`config.mk`:
```
export PLATFORM = sky130hd
export DESIGN_NAME = lsu_bus_bridge
export DESIGN_NICKNAME = d
export VERILOG_FILES = /design/src/rtl/lsu_pkg.sv /design/src/rtl/lsu_lane_align.sv /design/src/rtl/lsu_bus_bridge.sv
export SDC_FILE = /design/constraint.sdc
export NUM_CORES = 1
export LEC_CHECK = 0
export CORE_ASPECT_RATIO = 0.6
export CORE_MARGIN = 4
export CORE_UTILIZATION = 40
export CTS_BUF_LIST = sky130_fd_sc_hd__clkbuf_8
export DETAILED_ROUTE_END_ITERATION = 7
export PLACE_DENSITY = 0.73
export SYNTH_ARGS = -nofsm -noshare
export SYNTH_HDL_FRONTEND = slang
export SYNTH_HIERARCHICAL = 1
export SYNTH_SLANG_ARGS = --single-unit
```
`constraint.sdc`:
```
create_clock -name clk -period 2.1 [get_ports clk]
set_input_delay 0.42 -clock clk [delete_from_list [all_inputs] [get_ports clk]]
set_output_delay 0.42 -clock clk [all_outputs]
set_load 0.05 [all_outputs]
```
`src/rtl/lsu_pkg.sv`:
```
// Shared encodings for the load/store bus bridge and its lane aligner.
// Size, FSM state and completion error codes live here.
package lsu_pkg;

    localparam logic [1:0] SZ_B = 2'b00;
    localparam logic [1:0] SZ_H = 2'b01;
    localparam logic [1:0] SZ_W = 2'b10;

    typedef enum logic [1:0] {
        ST_IDLE = 2'b00,
        ST_REQ  = 2'b01,
        ST_DONE = 2'b10
    } lsu_state_e;

    localparam logic [1:0] ERR_OK       = 2'b00;
    localparam logic [1:0] ERR_TIMEOUT  = 2'b01;
    localparam logic [1:0] ERR_MISALIGN = 2'b10;

    // Size 11 behaves as a word, so anything not byte/half needs word alignment.
    function automatic logic is_misaligned(
        input logic [1:0] size,
        input logic [1:0] off
    );
        logic r;
        r = 1'b0;
        unique case (1'b1)
            (size == SZ_B): r = 1'b0;
            (size == SZ_H): r = off[0];
            default:        r = |off;
        endcase
        return r;
    endfunction

endpackage

```
`src/rtl/lsu_lane_align.sv`:
```
// Byte-lane placement for stores and extract/extend for loads.
// Purely combinational; the two paths have independent inputs.
module lsu_lane_align
    import lsu_pkg::*;
(
    input  logic [1:0]  st_size,
    input  logic [1:0]  st_off,
    input  logic [31:0] st_data,
    output logic [3:0]  st_strb,
    output logic [31:0] st_lane,
    input  logic [1:0]  ld_size,
    input  logic [1:0]  ld_off,
    input  logic        ld_unsigned,
    input  logic [31:0] ld_raw,
    output logic [31:0] ld_data
);

    logic [7:0]  ld_byte;
    logic [15:0] ld_half;
    logic        ld_sign;

    always_comb begin
        st_strb = 4'b1111;
        st_lane = st_data;
        unique case (1'b1)
            (st_size == SZ_B): begin
                st_strb = 4'b0001 << st_off;
                st_lane = {4{st_data[7:0]}};
            end
            (st_size == SZ_H): begin
                st_strb = st_off[1] ? 4'b1100 : 4'b0011;
                st_lane = {2{st_data[15:0]}};
            end
            default: ;
        endcase
    end

    always_comb begin
        ld_byte = ld_raw[{ld_off, 3'b000} +: 8];
        ld_half = ld_off[1] ? ld_raw[31:16] : ld_raw[15:0];
        ld_sign = 1'b0;
        ld_data = ld_raw;
        unique case (1'b1)
            (ld_size == SZ_B): begin
                ld_sign = ~ld_unsigned & ld_byte[7];
                ld_data = {{24{ld_sign}}, ld_byte};
            end
            (ld_size == SZ_H): begin
                ld_sign = ~ld_unsigned & ld_half[15];
                ld_data = {{16{ld_sign}}, ld_half};
            end
            default: ;
        endcase
    end

endmodule

```
`src/rtl/lsu_bus_bridge.sv`:
```
// MEM-stage to req/ack bus bridge with lane alignment and bus timeout.
// Define LSU_MISALIGN_TRAP_EN to complete misaligned accesses with ERR_MISALIGN.
module lsu_bus_bridge
    import lsu_pkg::*;
#(
    parameter int                ADDR_W      = 32,
    parameter int                TIMEOUT_CYC = 16,
    parameter logic [ADDR_W-1:0] RESET_ADDR  = '0
) (
    input  logic              clk,
    input  logic              rst,
    input  logic              mem_valid,
    input  logic              mem_we,
    input  logic [1:0]        mem_size,
    input  logic              mem_unsigned,
    input  logic [ADDR_W-1:0] mem_addr,
    input  logic [31:0]       mem_wdata,
    output logic              mem_stall,
    output logic              mem_done,
    output logic [31:0]       mem_rdata,
    output logic [1:0]        err_code,
    output logic              bus_req,
    output logic              bus_we,
    output logic [ADDR_W-1:0] bus_addr,
    output logic [3:0]        bus_wstrb,
    output logic [31:0]       bus_wdata,
    input  logic              bus_ack,
    input  logic [31:0]       bus_rdata
);

    localparam int CNT_W = (TIMEOUT_CYC > 1) ? $clog2(TIMEOUT_CYC + 1) : 1;

    lsu_state_e        state, state_nxt;
    logic [ADDR_W-1:0] addr_q;
    logic [1:0]        size_q;
    logic              we_q;
    logic              uns_q;
    logic [3:0]        strb_q;
    logic [31:0]       wdata_q;
    logic [31:0]       rdata_q;
    logic [1:0]        err_q;
    logic [CNT_W-1:0]  cnt_q;

    logic        misalign;
    logic        expired;
    logic        accept;
    logic        fin_ack;
    logic        fin_to;
    logic [3:0]  st_strb;
    logic [31:0] st_lane;
    logic [31:0] ld_data;

`ifdef LSU_MISALIGN_TRAP_EN
    assign misalign = is_misaligned(mem_size, mem_addr[1:0]);
`else
    assign misalign = 1'b0;
`endif

    // Counter starts at 0 on the first REQ cycle, so TIMEOUT_CYC-1 marks the last one.
    assign expired = (TIMEOUT_CYC != 0) &&
                     (cnt_q == CNT_W'(TIMEOUT_CYC - 1));

    lsu_lane_align u_align (
        .st_size     (mem_size),
        .st_off      (mem_addr[1:0]),
        .st_data     (mem_wdata),
        .st_strb     (st_strb),
        .st_lane     (st_lane),
        .ld_size     (size_q),
        .ld_off      (addr_q[1:0]),
        .ld_unsigned (uns_q),
        .ld_raw      (bus_rdata),
        .ld_data     (ld_data)
    );

    always_ff @(posedge clk) begin
        if (rst) begin
            state <= ST_IDLE;
        end else begin
            state <= state_nxt;
        end
    end

    always_comb begin
        state_nxt = state;
        accept    = 1'b0;
        fin_ack   = 1'b0;
        fin_to    = 1'b0;
        unique case (state)
            ST_IDLE: begin
                if (mem_valid) begin
                    accept    = 1'b1;
                    state_nxt = misalign ? ST_DONE : ST_REQ;
                end
            end
            ST_REQ: begin
                if (bus_ack) begin
                    fin_ack   = 1'b1;
                    state_nxt = ST_DONE;
                end else if (expired) begin
                    fin_to    = 1'b1;
                    state_nxt = ST_DONE;
                end
            end
            ST_DONE: state_nxt = ST_IDLE;
            default: state_nxt = ST_IDLE;
        endcase
    end

    always_ff @(posedge clk) begin
        if (rst) begin
            addr_q  <= RESET_ADDR;
            size_q  <= SZ_W;
            we_q    <= 1'b0;
            uns_q   <= 1'b0;
            strb_q  <= 4'b0000;
            wdata_q <= '0;
            rdata_q <= '0;
            err_q   <= ERR_OK;
            cnt_q   <= '0;
        end else begin
            if (accept) begin
                addr_q  <= mem_addr;
                size_q  <= mem_size;
                we_q    <= mem_we;
                uns_q   <= mem_unsigned;
                strb_q  <= st_strb;
                wdata_q <= st_lane;
                cnt_q   <= '0;
            end else if (state == ST_REQ) begin
                cnt_q <= cnt_q + 1'b1;
            end
            if (accept && misalign) begin
                rdata_q <= '0;
                err_q   <= ERR_MISALIGN;
            end
            if (fin_ack) begin
                rdata_q <= ld_data;
                err_q   <= ERR_OK;
            end
            if (fin_to) begin
                rdata_q <= '0;
                err_q   <= ERR_TIMEOUT;
            end
        end
    end

    assign bus_req   = (state == ST_REQ);
    assign bus_we    = bus_req & we_q;
    assign bus_addr  = bus_req ? {addr_q[ADDR_W-1:2], 2'b00} : RESET_ADDR;
    assign bus_wstrb = bus_we ? strb_q : 4'b0000;
    assign bus_wdata = bus_req ? wdata_q : '0;

    assign mem_done  = (state == ST_DONE);
    assign mem_stall = mem_valid & ~mem_done;
    assign mem_rdata = rdata_q;
    assign err_code  = err_q;

endmodule

```
After elaboration in Yosys (flattened, before gate mapping). Index checks and enable logic that the tools add are counted.

Add/subtract/negate cells: 1. Eq/ne operators: 7. Shift-type cells: 2. Mux-type cells: 21. Bitwise logic cells: 6. Reduce and logical (&&, ||, !) cells: 7.

Operators with widths (number): 32-bit case mux with 2 select lines (2); 32-bit 2-to-1 mux (2); 32-bit by 6-bit indexed part select with 8-bit output (1); 16-bit 2-to-1 mux (1); 1-bit 2-to-1 mux (9); 4-bit 2-to-1 mux (2); 4-bit case mux with 2 select lines (1); 2-bit by 1-bit equality test with 1-bit output (second input constant) (3); 2-bit zero test (3); 2-bit 2-to-1 mux (3); 5-bit by 1-bit adder with 5-bit output (second input constant) (1); 5-bit by 4-bit equality test with 1-bit output (second input constant) (1); 1-bit bitwise AND (4); 2-bit case mux with 2 select lines (1); 2-bit OR reduction (2); 1-bit by 2-bit << shifter with 4-bit output (first input constant) (1); 3-bit by 1-bit inequality test with 1-bit output (second input constant) (1); 2-bit equality test (second input constant) (1); 2-bit inequality test (second input constant) (1); 1-bit inverter (2); 2-bit AND reduction (1); 2-bit nonzero test (1).

Flip-flop bits (word level): 112. Output and inout port bits: 106. Logic and storage cells: 54.

Logic depth before layout (Yosys ltp). Gate-level depths: netlist of the first run.

Depth after elaboration: 5. Mapped depth: 8. Gate-level depth less buffers: 6.

Hierarchy. The synthesis of the first run kept the hierarchy.

Modules (own cells, without submodules): lsu_bus_bridge (times used 1, cells each 572, area an instance 4520.6 um^2, seq. area each 2242.2 um^2); lsu_lane_align (times used 1, cells each 181, area an instance 1193.6 um^2, seq. area each 0.0 um^2).

Least setup slack after synthesis of the first run. Ideal clock, no wire load.

Kind: register to output. Start: register state[1]. End: output mem_stall. Data arrival time: 1.570 ns. Required time: 1.680 ns. Path slack: 0.110 ns. Cell stages (with the launch flop): 3. Path buffers: 0. Cells stage by stage: dfxtp_1 -> nor2b_1 -> nor2b_1.

Word-level cells in the longest chain between the ends: 3.

RTL lines: start: declaration (RTL line lsu_bus_bridge.sv:33) `lsu_state_e state, state_nxt;`; start signal: assignment (RTL line lsu_bus_bridge.sv:80) `state <= state_nxt;`; 2-bit equality test (RTL line lsu_bus_bridge.sv:154) `assign mem_done = (state == ST_DONE);`; named net mem_done (RTL line lsu_bus_bridge.sv:19) `output logic mem_done,`; 1-bit inverter (RTL line lsu_bus_bridge.sv:155) `assign mem_stall = mem_valid & ~mem_done;`; 1-bit bitwise AND (RTL line lsu_bus_bridge.sv:155); end: declaration (RTL line lsu_bus_bridge.sv:18) `output logic mem_stall,`.

The timed path passes the listed nets, and every way through them passes these cells.

Final worst setup path of the first run.
Start: register state[1]. End: output bus_wdata[27].

Word-level cells in the longest chain between the ends: 2.

RTL lines: 2-bit by 1-bit equality test with 1-bit output (RTL line lsu_bus_bridge.sv:148) `assign bus_req = (state == ST_REQ);`; 32-bit 2-to-1 mux (RTL line lsu_bus_bridge.sv:152) `assign bus_wdata = bus_req ? wdata_q : '0;`; end: declaration (RTL line lsu_bus_bridge.sv:26) `output logic [31:0] bus_wdata,`.

Every way passes these cells.

==> results by stage, run 1 <==
Layout:
- The utilization after layout is 0.637.
- The area growth from synthesis to final layout is 54.3%.
- The share of post-route cells with drive strength above 1 is 0.200.
- The number of nets in the layout is 1032.
- For this run, the number of standard cells in the final layout without fillers is 1123.
- The repair_antennas step left the layout with diodes totalling 0.
- Counting the fill cells in the layout gives 1229.
- In the final layout, the multi-input gates occupy 3080 um2.
- The final cell area excluding filler cells is 8820 um2.
- The combined flip-flop and latch cell area is 2250 um2.

Power:
- Dividing total power by cell area gives a power density of 569 nW/um2.
- The leakage power of the design is 3.42 nW.
- IR analysis of the VDD net gives a maximum drop of 0.292 mV.
- The total chip power is 5.02 mW.

Logic synthesis:
- The gate count after technology mapping is 753.
- The proportion of register bits with asynchronous set or reset after synthesis is 0.
- The total number of yosys warnings is 6.
- The synthesized cell area is 5710 um2.
- Yosys attributes the largest share of cell area to dfxtp_1 39%, nand2_1 17%, a21oi_1 9.4%, and2_1 7.0%, mux2_2 3.4%.
- The number of flops mapped to enable cells by yosys is 0.
- The average instance area after synthesis is 7.59 um2.
- The library cell with the largest summed area after synthesis is dfxtp_1.
- Among all flip-flop cells after synthesis, the most frequent one is dfxtp_1.
- Synthesis inferred 112 register bits.
- The cell with the most instances after synthesis is nand2_1.
- The number of distinct library cells after synthesis is 44.
- The fraction of synthesized cell area taken by the top area cell type is 0.392.
- Sorting the synthesized cells by how often they occur yields 255 x nand2_1, 112 x dfxtp_1, 107 x a21oi_1.
- Of the synthesized area, sequential elements account for 0.392.

Global route:
- For this run, the total global-route usage over all layers was measured as 0.213.
- The total overflow left after global routing is 0.
- The number of antenna violations at the first check in global routing is 0.
- The pin count of the biggest net entering global routing is 58.
- The number of global-route vias before repair is 4968.
- The first global-routing pass estimated 27.6 mm of wire.

STA:
- At the pin with the least slew margin, the transition time is 695 ps.
- Measured against its own limit, the worst slew margin works out to 0.535.
- The final setup slack of the worst path is 80.5 ps.
- Based on the critical path, the design can be clocked at up to 0.495 GHz.
- The post-route minimum period is 2020 ps.
- On the final layout, the worst hold slack is 287 ps.
- Setup repair after global routing could not meet its margin everywhere.
- In the finished design, the share of the clock period the worst path needs comes to 0.962.
- The final-report hold violation count is 0.
- Adding up every negative setup slack in the final design gives 0 ps.
- The final max-slew violation count is 0.
- Setup violations remaining at the end of the flow were counted as 0.
- Clock skew on the completed layout was measured at 14.8 ps.

Run:
- Across the run, the number of max-cap violations was 0.

Floorplan:
- The core area is 13800 um2.
- The number of placement rows is 33.
- For this configuration, the core starts out at a cell density of 0.413.
- The die is 101 um tall.
- The die is 162 um wide.
- Pin placement for this block handled 210 I/O pins.
- The die covers 16300 um2.

Place:
- The placed instances occupy a cell area of 8490 um2.
- The HPWL reported at the end of detailed placement is 13.0 mm.
- The global placer's final weighted congestion is 0.939.
- After detailed placement, the design holds a cell count of 1105.
- Timing analysis after detailed placement gives a worst setup slack of 40.9 ps.
- The count of buffers inserted at the top-level ports is 206.

Routing:
- The detailed-routed wire length on met2 is 7.51 mm.
- After the first detailed-routing iteration, the DRC count stood at 554.
- The wire length reported by the detailed router is 18.1 mm.
- The total number of vias is 5510.
- The average wire length per cell after detail routing is 16.1 um.
- The detailed router put a total of 8.50 mm of wire on met1.
- The via density per instance is 4.91.
- Once detail routing completed, the nets flagged for antenna violations numbered 0.
- For this run, the detailed router's first-pass iteration total came to 5.
- The remaining routing DRC violations is 0.
- The routed design uses 1.90 mm of met3 wire.
- The highest metal layer with signal wires is met4.

Setup path:
- The peak per-stage delay on the critical path is 380 ps.
- The sort of element at the end of the critical path is a primary output.
- The worst setup path is launched from a flip-flop.
- Data on the critical path is required at its endpoint by 1680 ps.
- Walking the worst path, the cells encountered are nand2b_4 -> inv_8 -> buf_16 -> and2_1 -> buf_12.
- The data arrival time of the critical path is 1600 ps.
- The kind of critical path is flip-flop to primary output.
- On the critical path, the stage with the largest delay is an instance of dfxtp_4.
- Of all nets on the critical path, the largest fanout is 29.

Clock network:
- The clock passes through at most 2 buffers.
- The H-tree was split into 3 levels.
- The source-to-sink clock delay at the later pin of the worst-skew pair is 380 ps.
- Hold repair after CTS inserted 0 buffers.
- TritonCTS built the clock tree.
- Counting the buffers created by CTS gives 9.
- CTS placed an instance of clkbuf_8 at the clock tree root.
- CTS saw 112 sinks.
- The number of setup buffers added after CTS is 0.
- After clock tree synthesis, the clock-pin slew on the worst setup and hold paths is 120 ps.

Hold path:
- The kind of path behind the tightest hold check is input pin to flip-flop.

Run status:
- The flow ran to the end, and the final reports show no timing, DRC or antenna violations.
## what timing repair did
action                                  4_1_cts  5_1_grt
cloned                                        2        0
endpoints found under the setup margin       53       16
resized for setup                             9       19
## area by class of cell
class | instances | share of cell area
Timing Repair Buffer | 230 | 0.343
Clock buffer | 9 | 0.0141
Sequential cell | 112 | 0.255
Tap cell | 192 | 0.0272
Multi-Input combinational cell | 568 | 0.349
Inverter | 5 | 0.00298
Clock inverter | 7 | 0.00866
## flip-flops by register name, indices dropped and copies added (netlist names)
register   flops
size_q         2
addr_q        32
wdata_q       32
state          2
uns_q          1
cnt_q          5
mem_rdata     32
err_code       1
strb_q         4
we_q           1
## cells by family (layout without fill, tap and decap cells)
group / after synthesis / in the layout / synth area share
flops: 112 / 112 / 0.392
xor+xnor: 2 / 2 / 0.00307
other cells: 1 / 3 / 0.000656
simple gates: 363 / 363 / 0.283
mux: 26 / 26 / 0.0501
compound gates: 172 / 172 / 0.186
buf+inv: 75 / 251 / 0.0804
fa+ha+maj: 2 / 2 / 0.00438
## report_power, final
group / total, mW / internal [mW] / switching [mW] / leakage (nW)
Combinational: 1.37 / 0.624 / 0.741 / 2.41
Clock: 1.34 / 0.563 / 0.775 / 0.0966
Sequential: 2.31 / 2.24 / 0.0697 / 0.917
## path summary, 6_finish.rpt
kind / slack [ps] / from / cells after the start / end
max: 80 / state[1] / 5 / bus_wdata[27]
min: 290 / rst / 2 / state[0]
max reg2reg: 270 / addr_q[1] / 6 / mem_rdata[7]
min reg2reg: 450 / addr_q[22] / 2 / addr_q[22]
## worst max-delay path, delay by kind of cell (launching register included)
kind / cells / cell delay (ps)
buffers and inverters: 3 / 440
DFF: 1 / 380
and+or+nand+nor: 2 / 370
## layer usage
layer  track usage  vias to the layer above
met3        0.0776                       16
met4        0.0403                        0
met1         0.308                     2488
met5             0                        -
li1              -                     2805
met2         0.308                      201
## placed cells by master, fill, tap and decap left out, types with 4 or more instances in the layout
cell	count
o21ai_0	13
mux2i_1	8
inv_1	4
buf_12	75
nor2b_1	7
buf_4	25
clkdlybuf4s50_1	126
and2_1	49
nand2_1	255
a221o_1	8
o21bai_1	5
a22oi_1	5
and2_4	15
clkbuf_8	9
mux2_2	17
nor2_1	9
a21oi_2	20
a21oi_1	107
nand2b_1	6
dfxtp_1	110
(Power assumes the default switching activity.)
==> inputs of run 2 (changes only) <==
--- a/config.mk
+++ b/config.mk
@@ -5,6 +5,7 @@
 export SDC_FILE = /design/constraint.sdc
 export NUM_CORES = 1
 export LEC_CHECK = 0
+export CAP_MARGIN = 15
 export CORE_ASPECT_RATIO = 0.6
 export CORE_MARGIN = 4
 export CORE_UTILIZATION = 40
==> results of run 2 <==
The final DEF is identical to that of run 1; final timing and power are the same.
==> inputs of run 3 (changes only) <==
--- a/config.mk
+++ b/config.mk
@@ -6,12 +6,14 @@
 export NUM_CORES = 1
 export LEC_CHECK = 0
 export CAP_MARGIN = 15
+export CELL_PAD_IN_SITES_DETAIL_PLACEMENT = 1
+export CELL_PAD_IN_SITES_GLOBAL_PLACEMENT = 2
 export CORE_ASPECT_RATIO = 0.6
 export CORE_MARGIN = 4
-export CORE_UTILIZATION = 40
+export CORE_UTILIZATION = 25
 export CTS_BUF_LIST = sky130_fd_sc_hd__clkbuf_8
 export DETAILED_ROUTE_END_ITERATION = 7
-export PLACE_DENSITY = 0.73
+export PLACE_DENSITY_LB_ADDON = 0.1
 export SYNTH_ARGS = -nofsm -noshare
 export SYNTH_HDL_FRONTEND = slang
 export SYNTH_HIERARCHICAL = 1
==> run 3 against run 2 <==
  * Clock power hardly changed
  * Routed wire length up 25%
  * Hold slack better by 78 ps
  * Count of clock-buffer cells in the layout stayed put
  * Largest cell class unchanged
  * Critical endpoint is now bus_addr[5]
  * Highest routed layer is now met5
  * Sequential power about the same
==> results by stage, run 3 (synthesis results as in run 1) <==
Setup path:
- STA classifies the critical path endpoint as a primary output.
- Along the worst path, the maximum fanout reaches 12.
- Data arrives at the worst endpoint at 1620 ps.
- The element type at the critical path start is a flip-flop.
- The peak per-stage delay on the critical path is 390 ps.
- Data on the critical path is required at its endpoint by 1680 ps.
- The number of buffers and inverters on the critical path is 3.
- The kind of critical path is flip-flop to primary output.
- The highest-delay cell along the critical path is dfxtp_4.
- The family with the most delay on the worst path is buffers and inverters.
- The critical path goes through nand2b_4 -> clkinv_8 -> clkbuf_16 -> and2_1 -> buf_12.

Hold path:
- The tightest min-delay check is of the input pin to flip-flop type.

STA:
- The final max-slew violation count came to 0.
- Across all setup checks in the final design, the least slack found is 61.6 ps.
- Setup repair after global routing could not meet its margin everywhere.
- The worst slew slack as a fraction of its limit is 0.528.
- The setup-violating endpoint count in the final report is 0.
- The final-report hold violation count is 0.
- Of the available clock period, the critical path in the final layout requires 0.971.
- Derived from the worst setup path, the maximum achievable clock frequency is 0.491 GHz.
- The worst hold slack after final layout is 365 ps.
- The post-route minimum period is 2040 ps.
- Adding up every negative setup slack in the final design gives 0 ps.
- The post-route clock skew is 18.7 ps.
- For the pin with the worst max-slew slack, the measured transition is 706 ps.

Power:
- For this design the ratio of total power to cell area is 562 nW/um2.
- The worst-case IR drop observed on VDD is 0.286 mV.
- The analysis attributes to cell leakage a power of 3.48 nW.

Clock network:
- The hold buffer count at cts is 0.
- The source-to-sink clock delay at the later pin of the worst-skew pair is 410 ps.
- The clock tree from TritonCTS is yes.
- The number of levels in the clock H-tree is 3.
- Clock tree synthesis selected as its root buffer the cell clkbuf_8.
- After clock tree synthesis, the clock-pin slew on the worst setup and hold paths is 110 ps.
- Clock tree synthesis inserted a total of 9 buffers.
- The clock drives 112 sinks.
- The number of buffers on the longest clock path is 2.

Global route:
- The number of global-route vias before repair is 6011.
- The first global-routing pass estimated 34.8 mm of wire.
- Across every metal layer, demand over resource in global routing totals 0.173.
- The number of antenna violations at the first check in global routing is 1.
- Global routing finished with a remaining overflow of 0.
- The pin count of the biggest net entering global routing is 70.

Place:
- Buffers placed on the I/O ports in this run total 206.
- The placed instance count is 1221.
- The global placer's final weighted congestion is 0.837.
- The HPWL reported at the end of detailed placement is 16.5 mm.
- The worst setup slack after placement is 50.6 ps.

Floorplan:
- The core region is 22300 um2.
- Pin placement for this block handled 210 I/O pins.
- The die boundary width is 203 um.
- The die is 125 um tall.
- The number of placement rows is 42.
- For this configuration, the core starts out at a cell density of 0.256.
- The floorplan step defined a die boundary enclosing 25400 um2.

Routing:
- After the first detailed-routing iteration, the DRC count stood at 230.
- The total number of vias is 5749.
- The count of nets left with antenna violations once routing finished came out at 0.
- The remaining routing DRC violations is 0.
- After detailed routing, the number of vias per cell comes to 4.63.
- The final layout contains routed wiring with a total length of 22.7 mm.
- After detailed routing, the average wire length per cell comes to 18.3 um.
- The first detailed-routing pass ran for 4 iterations.

Layout:
- After the last flow step, the layout net total stands at 1036.
- The area growth from synthesis to final layout is 58.1%.
- 0 antenna diodes ended up in the layout.
- In the final layout, the share of cells above drive strength 1 is 0.211.
- The library cell used most frequently in the layout, excluding fill and tap cells, is nand2_1.
- The finished layout holds 1242 standard cells, fillers aside.
- The top cell types in the final layout, fill and taps aside, are 255 x nand2_1, 120 x clkdlybuf4s50_1, 110 x dfxtp_1.

Run:
- The tool flagged a number of max-cap violations equal to 0.

Run status:
- The run finished with clean final reports.
## run 3: worst paths after layout
kind / cells past startpoint / slack, ps / end / start
max: 5 / 60 / bus_addr[5] / state[1]
max reg2reg: 7 / 310 / mem_rdata[9] / size_q[0]
min: 2 / 370 / state[0] / rst
min reg2reg: 2 / 460 / addr_q[20] / addr_q[20]
## run 3: what timing repair did
item | in CTS | in global routing
cloned | 2 | 1
gates resized for setup | 26 | 9
endpoints found under the setup margin | 67 | 41
buffers inserted | 0 | 3
## run 3: metal layers
layer  wire [um]  global-route usage  part of all wire
met5           8                   0           0.00035
met2        9860               0.261              0.43
met3        1980              0.0704             0.087
met4         182              0.0305            0.0080
met1       10600               0.236              0.47
## run 3: worst register-to-register path, stage by stage, from the launching register on
cell and delay, ps:
dfxtp_1 330, buf_4 190, nor3_1 320, a22oi_2 160, nor2_2 360, a221o_1 180
nand2_1 50, a21oi_1 140
## run 3: power by group
part / switching [mW] / total [mW] / internal, mW / leakage [nW]
Clock: 0.788 / 1.33 / 0.545 / 0.0983
Sequential: 0.0677 / 2.31 / 2.24 / 0.917
Combinational: 0.793 / 1.44 / 0.643 / 2.46
Total: 1.65 / 5.08 / 3.43 / 3.48
## run 3: metrics by stage
stage                util  power, mW  area, um2
floorplan               -       3.14       5720
global placement    0.388       3.72       8650
detailed placement  0.388       3.74       8650
CTS                 0.402       5.16       8950
global route        0.406       5.35       9040
finish              0.406       5.08       9040
## run 3: final cells by class
cell class,instances,area [um2]
fill,2622,13200
clock buffer,9,124
timing repair buffer,234,3090
tap,308,385
inverter,5,31.3
clock inverter,6,62.6
sequential,112,2250
multi-input combinational,568,3100
